**src/rtl/regfile_bypass_pkg.sv**
```systemverilog
// regfile_bypass_pkg: shared defaults and forward-source indices for the ID-stage register file
package regfile_bypass_pkg;
  localparam int DATA_W_DEF = 32;
  localparam int ADDR_W_DEF = 5;
  localparam int NREAD_DEF = 2;
  localparam int NFWD_DEF = 2;
  localparam int ZERO_ADDR = 0;
  localparam int FWD_EX = 0;
  localparam int FWD_MEM = 1;
endpackage

```
**src/rtl/regfile_bypass_port_sel.sv**
```systemverilog
// regfile_bypass_port_sel: one read port's priority mux (zero, forward, write-through, array) and hazard term
module regfile_bypass_port_sel
  import regfile_bypass_pkg::*;
#(
  parameter int DATA_W = DATA_W_DEF,
  parameter int ADDR_W = ADDR_W_DEF,
  parameter int NFWD = NFWD_DEF
) (
  input  logic [ADDR_W-1:0]      raddr,
  input  logic                   rd_en,
  input  logic [NFWD-1:0]        fwd_wreg,
  input  logic [NFWD*ADDR_W-1:0] fwd_waddr,
  input  logic [NFWD*DATA_W-1:0] fwd_wdata,
  input  logic [NFWD-1:0]        fwd_dvalid,
  input  logic                   we,
  input  logic [ADDR_W-1:0]      waddr,
  input  logic [DATA_W-1:0]      wdata,
  input  logic [DATA_W-1:0]      reg_data,
  input  logic                   pending,
  output logic [DATA_W-1:0]      rdata,
  output logic                   hazard
);
  logic fwd_hit, fwd_ok, wb_hit, zero;
  logic [DATA_W-1:0] fwd_val;
  always_comb begin
    fwd_hit = 1'b0;
    fwd_ok = 1'b1;
    fwd_val = '0;
    // scan oldest to youngest so the youngest match is left standing
    for (int s = NFWD - 1; s >= 0; s--)
      if (fwd_wreg[s] && fwd_waddr[s*ADDR_W +: ADDR_W] == raddr && fwd_waddr[s*ADDR_W +: ADDR_W] != ADDR_W'(ZERO_ADDR)) begin
        fwd_hit = 1'b1;
        fwd_val = fwd_wdata[s*DATA_W +: DATA_W];
        fwd_ok = fwd_dvalid[s];
      end
    zero = raddr == ADDR_W'(ZERO_ADDR);
    wb_hit = we && waddr == raddr;
    rdata = zero ? '0 : fwd_hit ? fwd_val : wb_hit ? wdata : reg_data;
    hazard = rd_en && !zero && (fwd_hit ? !fwd_ok : pending && !wb_hit);
  end
endmodule

```
**src/rtl/regfile_bypass.sv**
```systemverilog
// regfile_bypass: GPR array with forwarding read ports, load scoreboard, stall request and stall counter
module regfile_bypass
  import regfile_bypass_pkg::*;
#(
  parameter int DATA_W = DATA_W_DEF,
  parameter int ADDR_W = ADDR_W_DEF,
  parameter int NREAD = NREAD_DEF,
  parameter int NFWD = NFWD_DEF
) (
  input  logic                    clk,
  input  logic                    resetn,
  input  logic [NREAD*ADDR_W-1:0] raddr,
  output logic [NREAD*DATA_W-1:0] rdata,
  input  logic [NREAD-1:0]        rd_en,
  input  logic [NFWD-1:0]         fwd_wreg,
  input  logic [NFWD*ADDR_W-1:0]  fwd_waddr,
  input  logic [NFWD*DATA_W-1:0]  fwd_wdata,
  input  logic [NFWD-1:0]         fwd_dvalid,
  input  logic                    we,
  input  logic [ADDR_W-1:0]       waddr,
  input  logic [DATA_W-1:0]       wdata,
  input  logic                    ld_issue,
  input  logic [ADDR_W-1:0]       ld_waddr,
  input  logic                    ld_kill,
  input  logic [ADDR_W-1:0]       ld_kaddr,
  output logic                    stall,
  output logic [31:0]             stall_cnt
);
  localparam int NREG = 2 ** ADDR_W;
  logic [DATA_W-1:0] regs [NREG];
  logic [NREG-1:0] pending;
  logic [NREAD-1:0] hazard;
  genvar p;
  generate
    for (p = 0; p < NREAD; p++) begin : g_port
      regfile_bypass_port_sel #(.DATA_W(DATA_W), .ADDR_W(ADDR_W), .NFWD(NFWD)) u_sel (
        .raddr(raddr[p*ADDR_W +: ADDR_W]),
        .rd_en(rd_en[p]),
        .fwd_wreg(fwd_wreg),
        .fwd_waddr(fwd_waddr),
        .fwd_wdata(fwd_wdata),
        .fwd_dvalid(fwd_dvalid),
        .we(we),
        .waddr(waddr),
        .wdata(wdata),
        .reg_data(regs[raddr[p*ADDR_W +: ADDR_W]]),
        .pending(pending[raddr[p*ADDR_W +: ADDR_W]]),
        .rdata(rdata[p*DATA_W +: DATA_W]),
        .hazard(hazard[p])
      );
    end
  endgenerate
  assign stall = |hazard;
  always_ff @(posedge clk or negedge resetn)
    if (!resetn) begin
      for (int i = 0; i < NREG; i++) regs[i] <= '0;
      pending <= '0;
      stall_cnt <= '0;
    end else begin
      if (we && waddr != ADDR_W'(ZERO_ADDR)) regs[waddr] <= wdata;
      // an issuing load wins over a same-edge WB or kill of that register
      for (int i = 1; i < NREG; i++)
        if (ld_issue && !stall && ld_waddr == ADDR_W'(i)) pending[i] <= 1'b1;
        else if ((we && waddr == ADDR_W'(i)) || (ld_kill && ld_kaddr == ADDR_W'(i))) pending[i] <= 1'b0;
      if (stall && stall_cnt != '1) stall_cnt <= stall_cnt + 32'd1;
    end
endmodule

```
**config.mk**
```make
export PLATFORM = sky130hd
export DESIGN_NAME = regfile_bypass
export DESIGN_NICKNAME = d
export VERILOG_FILES = /design/src/rtl/regfile_bypass_pkg.sv /design/src/rtl/regfile_bypass_port_sel.sv /design/src/rtl/regfile_bypass.sv
export SDC_FILE = /design/constraint.sdc
export NUM_CORES = 2
export LEC_CHECK = 0
export ABC_CLOCK_PERIOD_IN_PS = 3700
export BUFFER_PORTS_ARGS = -buffer_cell sky130_fd_sc_hd__buf_2
export CAP_MARGIN = 5
export CORE_UTILIZATION = 60
export DETAILED_ROUTE_END_ITERATION = 8
export GPL_TIMING_DRIVEN = 1
export PLACE_DENSITY_LB_ADDON = 0.12
export SYNTH_ARGS = -nofsm -noshare
export SYNTH_HDL_FRONTEND = slang
export SYNTH_SLANG_ARGS = --single-unit
```
**constraint.sdc**
```tcl
create_clock -name clk -period 3.7 [get_ports clk]
set_input_delay 0.185 -clock clk [delete_from_list [all_inputs] [get_ports clk]]
set_output_delay 0.185 -clock clk [all_outputs]
set_load 0.01 [all_outputs]
```
==> impl_metrics.csv <==
group,metric,value,unit
power,power,36.3,mW
routing,firstDrtPassIters,9,
routing,wl_per_cell,34.5,microns
setup_path,r2r_slack,0.47,ns
job,drv_cap,0,
die,rows,114,
die,core,97300,sq um
sta,min_period,3.67,ns
sta,worst_clock_skew,0.0202,ns
layout,fin_nets,4123,
sta,setup_viol,0,
global_routing,grt_pass1_vias,41100,
die,die_w,316,microns
cts,cts_max_level,3,
hold_path,hold_path.class,"input pin to flip-flop",
layout,fillers,6328,
setup_path,worstSetupEndpointType,"output pin",
synthesis,synth_edf_count,0,
cts,clockBufferDepth,3,
synthesis,ys_types,58,
setup_path,cp_max_fo,17,
global_routing,grt_pass1_wl,275000,microns
setup_path,critPathKind,"input pin to output pin",
synthesis,synth_nets,4026,
placed_design,dp_slack,-0.00514,ns
cts,post_cts_buffers,0,
run_status,violations,"DRC",
layout,drive_gt1_share,56.3,%
global_routing,grt_max_degree,107,
run_status,outcome,"finished with violations",
routing,wirelength,185000,microns
setup_path,cp-start-kind,"input pin",
sta,slew_headroom,10.1,%
global_routing,grt-ovfl-total,0,
placed_design,gpl.final_weighted_congestion,0.876,
synthesis,synth_area,59300,sq um
placed_design,io_buffers,238,
routing,route.detailed.drc,6,
sta,fmax,0.273,GHz
cts,clockRootBuffer,"clkbuf_16",
cts,cts_tree,"yes",
power,power_density,542,nW/um^2
die,start_util,61.0,%
synthesis,postSynthAreaPerCell,15.3,sq um
synthesis,yosysWarnings,1,
synthesis,async_flop_share,100,%
sta,final_hold_viol_count,0,
sta,fin_crit_sh,99.2,%
synthesis,ys.flop_type,"dfrtp_1",
die,die-area,100000,sq um
setup_path,required,3.51,ns
synthesis,ys_seq_elements,1087,
synthesis,synth-seq-area-share,45.9,%
sta,worstMarginPinSlew,1.33,ns
layout,syn_to_final_growth,12.9,%
cts,cts_buffers,116,
routing,antenna_left,0,
cts,numClockSinks,1087,
setup_path,cp.arrival,3.48,ns
cts,clk_pin_slew_worst_paths,0.06,ns
sta,whs,0.0746,ns
routing,via_per_inst,7.39,
power,p_leak,28.9,nW
routing,detail_route.iter0.violations,5005,
power,vdd_ir_drop_max,0.424,mV
die,die_y,316,microns
sta,fin_ws,0.0306,ns
cts,clkLatencyLatePin,0.72,ns
layout,diodes,0,
global_routing,grt_antenna_before_repair,6,
sta,rsz0062_at_grt,"no",
sta,drv_slew,0,
synthesis,netlist_instances,3883,
placed_design,dp_hpwl,106000,microns
routing,num_vias,39600,
global_routing,grt_usage,37.8,%
die,ioPinCount,239,
==> cells in the mapped netlist (all sizes together) (39+ instances only) <==
library cell  count  area, sq um
a222oi           61          611
buf             135          619
nand3            40          200
xnor2            46          403
dfrtp          1087        27200
nor2            118          443
o21ai            39          195
clkbuf          315         1180
nand2           108          405
mux2i            66          661
mux4            651        14700
mux2            998        11200
==> layout by cell type, fill, tap and decap left out, drive strengths merged, types with 3 or more instances in the layout <==
cell type | Yosys | routed
a2111oi | 3 | 3
a21oi | 36 | 36
a222oi | 61 | 61
and2 | 10 | 10
and3 | 10 | 10
and4 | 3 | 3
buf | 135 | 406
bufinv | 0 | 13
clkbuf | 315 | 170
clkinv | 0 | 29
dfrtp | 1087 | 1087
dlygate4sd3 | 0 | 23
inv | 7 | 11
mux2 | 998 | 998
mux2i | 66 | 66
mux4 | 651 | 651
nand2 | 108 | 108
nand2b | 13 | 13
nand3 | 40 | 40
nand4 | 22 | 22
nor2 | 118 | 118
nor2b | 17 | 17
nor3 | 10 | 10
nor3b | 6 | 6
nor4 | 8 | 8
o21ai | 39 | 39
o31ai | 19 | 19
o32ai | 11 | 11
or2 | 3 | 3
or4 | 3 | 3
xnor2 | 46 | 46
xor2 | 15 | 15
==> worst paths after layout <==
kind                             start          end  cells past startpoint
setup / recovery              raddr[4]    rdata[25]                     10
hold / removal             ld_kaddr[4]  pending[29]                      6
setup reg to reg           pending[29]  pending[28]                      9
hold reg to reg             regs[1000]   regs[1000]                      0
max in group asynchronous       resetn    regs[715]                      3
min in group asynchronous       resetn   regs[1017]                      2
==> sequential cells by signal (all words and copies together), names as in the netlist <==
signal     count
stall_cnt     32
regs        1024
pending       31
==> what timing repair did <==
item,4_1_cts,5_1_grt
hold endpoints to repair,111,0
hold buffers,23,0
gates resized for setup,1,0
setup endpoints to repair,1,0
==> critical path, stage by stage <==
cell and delay [ns]:
buf_4 0.16, buf_4 0.45, xnor2_1 0.19, nand3_1 0.16, or3_1 0.34, and2_2 0.48, nor2b_1 0.27, a2111oi_1 0.84
buf_4 0.25, buf_2 0.13
==> metrics by stage <==
stage                     setup TNS (ns)  area [sq um]  util, %  instances
after floorplan                        0         59300        -       3883
after global placement          -0.00740         62600     64.4       5115
after detailed placement        -0.00514         62600     64.4       5115
after CTS                              0         67000     68.8       5355
after global routing                   0         67000     68.8       5355
final                                  0         67000     68.8       5355
==> routing by layer <==
metal | vias up | share of wire (%) | GRT usage, %
met4 | 8 | 4.2 | 14.8
met2 | 2476 | 46 | 56.7
met3 | 506 | 11 | 10.3
met5 | - | 0.030 | 0
met1 | 21300 | 38 | 53.2
li1 | 15300 | - | -
==> where the power goes <==
| group | switching, mW | internal (mW) |
|---|---|---|
| clock network | 5.00 | 7.39 |
| logic | 3.16 | 4.87 |
| registers | 1.71 | 14.1 |
==> layout make-up <==
class	count	area, sq um	share of cell area (%)
sequential	1087	27200	40.6
clock inverter	47	604	0.903
clock buffer	170	3480	5.19
inverter	7	31.3	0.0467
multi-input combinational	2339	30500	45.6
timing repair buffer	429	3520	5.26
tap	1276	1600	2.38
==> kinds of logic after synthesis <==
logic type	after synthesis	share of synthesized area (%)
xor gates and xnor gates	61	0.901
adders and majority gates	1	0.0211
buffers and inverters	457	3.08
DFF	1087	45.9
muxes	1715	44.8
AOI/OAI and AO/OA	186	2.36
and+or+nand+nor	376	2.98
Power figures use the tool's default switching activity.
